**src/rtl/tree_serdes_pkg.sv**
```systemverilog
// tree_serdes_pkg: shared word width and deserializer state encoding for the tree serial link.
package tree_serdes_pkg;
    localparam int SERDES_WIDTH = 8;
    typedef enum logic {IDLE, SHIFT} deser_state_t;
endpackage

```
**src/rtl/deser_shift_reg.sv**
```systemverilog
// deser_shift_reg: serial-in shift register; next_o is the word as it will look after this cycle's shift.
module deser_shift_reg #(
    parameter int WIDTH     = 8,
    parameter bit MSB_FIRST = 1'b1
) (
    input  logic             clk_i,
    input  logic             rst_i,
    input  logic             load_i,
    input  logic             shift_i,
    input  logic             bit_i,
    output logic [WIDTH-1:0] next_o
);
    logic [WIDTH-1:0] data_q, data_d, first;
    always_comb begin
        next_o = MSB_FIRST ? {data_q[WIDTH-2:0], bit_i} : {bit_i, data_q[WIDTH-1:1]};
        first  = MSB_FIRST ? {{(WIDTH-1){1'b0}}, bit_i} : {bit_i, {(WIDTH-1){1'b0}}};
        data_d = load_i ? first : shift_i ? next_o : data_q;
    end
    always_ff @(posedge clk_i or posedge rst_i)
        if (rst_i) data_q <= '0;
        else       data_q <= data_d;
endmodule

```
**src/rtl/tree_deserializer.sv**
```systemverilog
// tree_deserializer: FRAME-aligned serial-to-parallel receiver that free-runs on word boundaries once locked.
module tree_deserializer
    import tree_serdes_pkg::*;
#(
    parameter int WIDTH     = SERDES_WIDTH,
    parameter bit MSB_FIRST = 1'b1
) (
    input  logic             CLK,
    input  logic             RESET,
    input  logic             SERIAL_IN,
    input  logic             FRAME,
    output logic [WIDTH-1:0] PAR_OUT,
    output logic             PAR_VALID,
    output logic             ALIGN_ERR,
    output logic             LOCKED
);
    localparam int CW = $clog2(WIDTH);
    localparam logic [CW-1:0] LAST = CW'(WIDTH - 1);
    deser_state_t state_q, state_d;
    logic [CW-1:0] cnt_q, cnt_d;
    logic [WIDTH-1:0] par_q, par_d, word;
    logic valid_q, valid_d, err_q, err_d, load, shift;
    deser_shift_reg #(.WIDTH(WIDTH), .MSB_FIRST(MSB_FIRST)) u_sr (
        .clk_i(CLK), .rst_i(RESET), .load_i(load), .shift_i(shift),
        .bit_i(SERIAL_IN), .next_o(word)
    );
    // A FRAME anywhere but the expected boundary restarts the word; the final-bit cycle counts as mid-word.
    always_comb begin
        state_d = state_q;
        cnt_d   = cnt_q;
        par_d   = par_q;
        valid_d = 1'b0;
        err_d   = 1'b0;
        load    = 1'b0;
        shift   = 1'b0;
        if (state_q == IDLE) begin
            if (FRAME) begin
                load    = 1'b1;
                cnt_d   = CW'(1);
                state_d = SHIFT;
            end
        end else if (FRAME && cnt_q != '0) begin
            load  = 1'b1;
            cnt_d = CW'(1);
            err_d = 1'b1;
        end else begin
            shift   = 1'b1;
            valid_d = cnt_q == LAST;
            par_d   = valid_d ? word : par_q;
            cnt_d   = valid_d ? '0 : cnt_q + 1'b1;
        end
    end
    always_ff @(posedge CLK or posedge RESET)
        if (RESET) begin
            state_q <= IDLE;
            cnt_q   <= '0;
            par_q   <= '0;
            valid_q <= 1'b0;
            err_q   <= 1'b0;
        end else begin
            state_q <= state_d;
            cnt_q   <= cnt_d;
            par_q   <= par_d;
            valid_q <= valid_d;
            err_q   <= err_d;
        end
    assign PAR_OUT   = par_q;
    assign PAR_VALID = valid_q;
    assign ALIGN_ERR = err_q;
    assign LOCKED    = state_q == SHIFT;
endmodule

```
**config.mk**
```make
export PLATFORM = sky130hd
export DESIGN_NAME = tree_deserializer
export DESIGN_NICKNAME = d
export VERILOG_FILES = /design/src/rtl/tree_serdes_pkg.sv /design/src/rtl/deser_shift_reg.sv /design/src/rtl/tree_deserializer.sv
export SDC_FILE = /design/constraint.sdc
export NUM_CORES = 1
export LEC_CHECK = 0
export ABC_AREA = 1
export CAP_MARGIN = 15
export CORE_MARGIN = 8
export CORE_UTILIZATION = 45
export DETAILED_ROUTE_END_ITERATION = 6
export PLACE_DENSITY = 0.72
export SLEW_MARGIN = 25
export SYNTH_ARGS = -nofsm -noshare
export SYNTH_HDL_FRONTEND = slang
export SYNTH_SLANG_ARGS = --single-unit
```
**constraint.sdc**
```tcl
create_clock -name CLK -period 1.1 [get_ports CLK]
set_input_delay 0.22 -clock CLK [delete_from_list [all_inputs] [get_ports CLK]]
set_output_delay 0.22 -clock CLK [all_outputs]
set_load 0.01 [all_outputs]
```
==> results.toml <==
[finish]
drive_gt1_share_pct = 39.06
nFillCells = 159
finalNetCount = 136
syn_to_final_growth_pct = 41.02
antennaDiodeCount = 0
fin_area_um2 = 1277

[floorplan]
start_util_pct = 47.14
die_w_um = 60.87
die-area_um2 = 3705
io_pins = 15
die_y_um = 60.87
placementRows = 16
coreArea_um2 = 1922

[pwr]
p_int_uw = 1722
leakagePower_uw = 0.0006729
switchingPower_uw = 902.7
total_power_uw = 2625
seqPwrFrac_pct = 41.8
power_density_nw_per_um2 = 2055
ir_drop_mv = 1.051
p_comb_share_pct = 44.3
clkPwrFrac_pct = 13.9
sw_frac_of_total_pct = 34.39

[sta]
fin_crit_ns = 1.242
post-route-period-util_pct = 112.9
hold_viol = 0
setup_viol = 17
fin_skew_ns = 0.006736
relSlewSlack_pct = 80.86
drv_slew = 0
timing.final.ws_setup_ns = -0.1416
grt_setup_unrepaired = "true"
tightest_slew_ns = 0.2862
max_freq_ghz = 0.8054

[detailed_routing]
wire_per_inst_um = 13.32
firstDrtPassIters = 4
drtIter0Drc = 25
viasPerCell = 4.877
drcViolationCount = 0
num_vias = 756
ant_nets = 0
wl_um = 2064

[grt]
antenna_found_initial = 0
grt_util_all_layers_pct = 12.14
grt_max_degree = 22
grt_pass1_wl_um = 3394
grt.overflow.total = 0
grt_pass1_vias = 724

[synthesis]
yosysWarnings = 0
yosysTopAreaCellShare_pct = 58.01
synth.distinct_cells = 15
synth_largest_area_cell = "dfrtp_1"
ys_seq_elements = 21
synth_area_leaders = "dfrtp_1 58%, nand2_1 11%, nand4_1 5.5%"
syn_nets = 99
syn_inst = 92
avgSynthCellArea_um2 = 9.846
synth_area_um2 = 905.9
seq_area_frac_synth_pct = 58.01

[clocking]
root_buffer = "clkbuf_4"
numCtsBuffers = 3
clk_latency_ns = 0.30
cts_sinks = 21
hold_buffers = 0
clockBufferDepth = 2
path_clk_slew_ns = 0.12
cts_tree = "done"
htree_levels = 1

[run]
max_cap_viol_count = 0

[outcome]
status = "finished with violations"
violations = "negative setup slack"

[place]
placed_area_um2 = 1159
gp_congestion = 0.8301
post-dp-hpwl_um = 1401
io_buffers = 14

[critical_path]
cpMaxStageDelayCell = "dfrtp_1"
slowest_delay_ns = 0.42
cp-end-kind = "flop"
crit_path_start_kind = "flop"
arrival_ns = 1.49
cp.required_ns = 1.34
setup.worst_path.class = "reg -> reg"
path_max_fanout = 6
crit_chain = "ha_2 -> ha_4 -> or2_1 -> nand3_1 -> nand2_1 -> inv_1"

[hold_path]
min_path_type = "in -> async"
==> cell usage in the layout (no fill, tap or decap), drive strengths merged <==
cell type	instances
clkinv	1
nor2	2
clkdlybuf4s50	3
dfrtp	21
nand4	8
clkbuf	3
inv	11
or2	1
nand2	27
nand3	8
o21ai	8
ha	3
buf	32
==> repair_timing <==
| action | 4_1_cts | 5_1_grt |
|---|---|---|
| setup endpoints to repair | 29 | 24 |
| pin swaps | 0 | 12 |
| gates cloned | 0 | 1 |
| resized for setup | 47 | 12 |
| buffers inserted | 6 | 3 |
==> cells by family after synthesis <==
group	after synthesis	share of synthesized area, %
AO/OA/AOI/OAI	8	4.420
adder cells (fa/ha/maj)	3	4.144
buffers and inverters	15	9.116
flip-flops	21	58.01
AND/OR/NAND/NOR	45	24.31
==> worst max-delay path: cells and delay by family (launching register included) <==
kind,cells,cell delay [ns]
buffers and inverters,1,0.05
flip-flops,1,0.42
AND/OR/NAND/NOR,3,0.33
adder cells (fa/ha/maj),2,0.39
==> Yosys cell counts <==
library cell / instances
nand2_4: 1
nor2_4: 1
or2_1: 1
inv_1: 9
o21ai_1: 8
buf_4: 1
buf_6: 3
nor2_1: 1
nand3_2: 1
nand4_1: 8
inv_2: 2
nand2_1: 26
ha_1: 3
dfrtp_1: 21
nand3_1: 6
==> stage by stage <==
step	hold WS, ns	setup TNS (ns)	setup slack [ns]	util, %	cells
floorplan	0.1965	-0.3933	-0.1149	-	92
global placement	0.4583	-3.076	-0.1876	60.29	141
detailed placement	0.4590	-3.564	-0.2091	60.29	141
CTS	0.2152	-1.354	-0.1245	61.91	151
global route	0.2120	-1.909	-0.1816	66.47	155
finish	0.2190	-0.9161	-0.1416	66.47	155
==> power by group through the flow <==
stage / Combinational [uW] / Sequential, uW / Clock (uW)
2_1_floorplan: 410 / 1140 / 0
3_3_place_gp: 878 / 1090 / 0
3_5_place_dp: 927 / 1100 / 0
4_1_cts: 953 / 1080 / 374
5_1_grt: 1290 / 1130 / 411
6_report: 1160 / 1100 / 364
==> cell type report <==
class	instances	area, um2	share of cell area [%]
clock buffer	3	22.52	1.763
clock inverter	1	5.005	0.3918
inverter	11	41.29	3.232
multi-input combinational	57	366.6	28.70
sequential	21	525.5	41.14
tap	27	33.78	2.644
timing repair buffer	35	282.8	22.14
==> routing by layer <==
| metal | part of all wire (%) | up-vias | GRT usage, % | wire [um] |
|---|---|---|---|---|
| met4 | 0.48 | 0 | 4.651 | 10 |
| li1 | - | 373 | - | - |
| met1 | 45 | 356 | 14.79 | 927 |
| met3 | 6.0 | 2 | 4.449 | 124 |
| met5 | 0 | - | 0 | 0 |
| met2 | 49 | 25 | 19.00 | 1003 |
==> flip-flops by register name, indices dropped and copies added (netlist names) <==
signal / cells
ALIGN_ERR: 1
u_sr.data_q: 7
cnt_q: 3
PAR_VALID: 1
PAR_OUT: 8
LOCKED: 1
==> final timing paths <==
check / startpoint / endpoint / slack, ns / cells after the start
min reg2reg: PAR_OUT[1] / PAR_OUT[1] / 0.48 / 2
max: cnt_q[0] / cnt_q[0] / -0.14 / 6
min: RESET / PAR_OUT[5] / 0.22 / 3
max reg2reg: cnt_q[0] / cnt_q[0] / -0.14 / 6
min in group CLK: PAR_OUT[1] / PAR_OUT[1] / 0.48 / 2
max in group asynchronous: RESET / u_sr.data_q[2] / 0.74 / 3
(Power assumes the default switching activity.)
==> patch, RTL diff (same settings) <==
Register the output `ALIGN_ERR` once more, cleared by the reset; this adds one clock of latency there. The other outputs are not delayed to match.
--- a/src/rtl/tree_deserializer.sv
+++ b/src/rtl/tree_deserializer.sv
@@ -66,7 +66,13 @@
         end
     assign PAR_OUT   = par_q;
     assign PAR_VALID = valid_q;
-    assign ALIGN_ERR = err_q;
+    always_ff @(posedge CLK or posedge RESET) begin
+        if (RESET) begin
+            ALIGN_ERR <= '0;
+        end else begin
+            ALIGN_ERR <= err_q;
+        end
+    end
     assign LOCKED    = state_q == SHIFT;
 endmodule
 
Function: changed (a bounded check fails within 4 cycles, from zero or initial values and one cycle with RESET high).
==> patch against the original RTL <==
The run still ends with setup timing left; global-route usage rose by 0.48 points; synthesized area rose by 2.8%; final area rose by 4.9%; combinational power fell by 4%; setup slack improved by 20 ps; routed wire length rose by 4.1%; sequential cell count rose by 1; total power rose by 3.5%; critical path type unchanged; largest power group is now sequential cells; highest routed layer unchanged.
==> patch: results (changes against the original RTL) <==
outcome:
  status: "finished with violations"
  violations: "setup timing"
clocking:
  clock_latency_ps: 320  # +20 ps
  numCtsBuffers: 3  # unchanged
  htreeDepth: 1  # unchanged
  cts_root_buf: "clkbuf_4"
  clk_pin_slew_ps: 120  # about the same
  clk_path_buf_depth: 2  # unchanged
setup_path:
  r2r-start: "cnt_q[0]"
  worst_r2r_path_depth: 6  # unchanged
  slowest_stage: "dfrtp_1"
  critPathMaxFanout: 3  # -3
  critPathMaxStageDelay_ps: 420  # about the same
  r2r_end: "cnt_q[0]"
sta:
  maxSlewHeadroom: 0.861  # +0.0523
  fin_ws_ps: -121  # +20.4 ps
  finClkSkew_ps: 4.21  # -2.53 ps
  setup_viol: 19  # +2
power_and_ir_drop:
  ir_drop_mv: 1.41  # +34%
  power.leakage_nw: 0.684  # +1.6%
yosys:
  synth_nets: 100  # +1.0%
  ys_top_cells_by_area: "dfrtp_1, nand2_1, nand4_1"
  yosys_warnings: 0  # unchanged
  ys_types: 15  # unchanged
  synthFlopType: "dfrtp_1"
  synth_seq_area_share: 0.591  # +0.0113
  synthTopCellsByCount: "nand2_1, dfrtp_1, inv_1"
global_route:
  antenna_found_initial: 0  # unchanged
  first_global_vias: 788  # +8.8%
  grt.total_usage: 0.126  # +0.00477
  grt_max_degree: 23  # +4.5%
  grt_pass1_wl_um: 3530  # +3.9%
placed_design:
  dp_hpwl_um: 1400  # +0.12%
  place_ws_ps: -214  # -4.99 ps
  postPlaceCellArea_um2: 1190  # +2.6%
  portBuffers: 14  # unchanged
  gp_congestion: 0.815  # -1.8%
cells_and_area:
  largest_reg_flops: 8  # unchanged
  drive_gt1_frac: 0.433  # +0.0424
  num_antenna_cells: 0  # unchanged
  fin_nets: 135  # -0.74%
detailed_routing:
  viasPerCell: 4.88  # about the same
  wl_per_cell_um: 13.9  # +4.7%
  drtPass1Iterations: 4  # unchanged
  drt_iter0_drc: 23  # -8.0%
## patch: final cells by class
cell class / instances / area [µm²]
Timing Repair Buffer: 33 / 303
Fill cell: 155 / 622
Multi-Input combinational cell: 57 / 375
Clock buffer: 4 / 36.3
Sequential cell: 22 / 551
Tap cell: 27 / 33.8
Inverter: 11 / 41.3
## patch: tightest hold or removal path: cells and delay by family
kind	cells	cell delay, ps
buffers and inverters	3	670
## patch: per-layer routing
| layer | global-route usage | up-vias | part of all wire |
|---|---|---|---|
| met4 | 0.0747 | 0 | 0.019 |
| li1 | - | 370 | - |
| met1 | 0.149 | 360 | 0.44 |
| met5 | 0 | - | 0 |
| met3 | 0.0376 | 5 | 0.048 |
| met2 | 0.196 | 16 | 0.49 |
## patch: how the worst max path moves through the flow
stage / from / to / slack, ps
2_1_floorplan: cnt_q[1] / cnt_q[0] / -110
3_3_place_gp: FRAME / PAR_OUT[1] / -190
3_5_place_dp: FRAME / PAR_OUT[6] / -210
4_1_cts: cnt_q[0] / cnt_q[0] / -120
5_1_grt: cnt_q[1] / cnt_q[0] / -200
6_report: cnt_q[0] / cnt_q[0] / -120
## patch: power by group
part	leakage, nW	internal (mW)	switching (mW)
registers	0.284	1.01	0.134
logic	0.379	0.592	0.522
clock network	0.0210	0.203	0.255
total	0.684	1.81	0.911
## patch: through the flow
| step | hold slack, ps | setup TNS [ps] | instances |
|---|---|---|---|
| floorplan | 209 | -393 | 93 |
| global placement | 336 | -3080 | 141 |
| detailed placement | 348 | -3590 | 141 |
| CTS | 222 | -1120 | 151 |
| global route | 207 | -2660 | 154 |
| finish | 208 | -1350 | 154 |
## patch: timing repair
action | CTS | global route
pin swaps | 4 | 5
cloned | 1 | 0
setup buffers | 5 | 3
resized for setup | 54 | 12
endpoints found under the setup margin | 28 | 29
## patch: cell families (layout without fill, tap and decap cells)
| family | count (synthesis) | in the layout | share of synthesized area |
|---|---|---|---|
| compound gates | 8 | 8 | 0.0430 |
| fa+ha+maj | 3 | 3 | 0.0403 |
| buf+inv | 15 | 48 | 0.0887 |
| flops | 22 | 22 | 0.591 |
| simple gates | 45 | 46 | 0.237 |
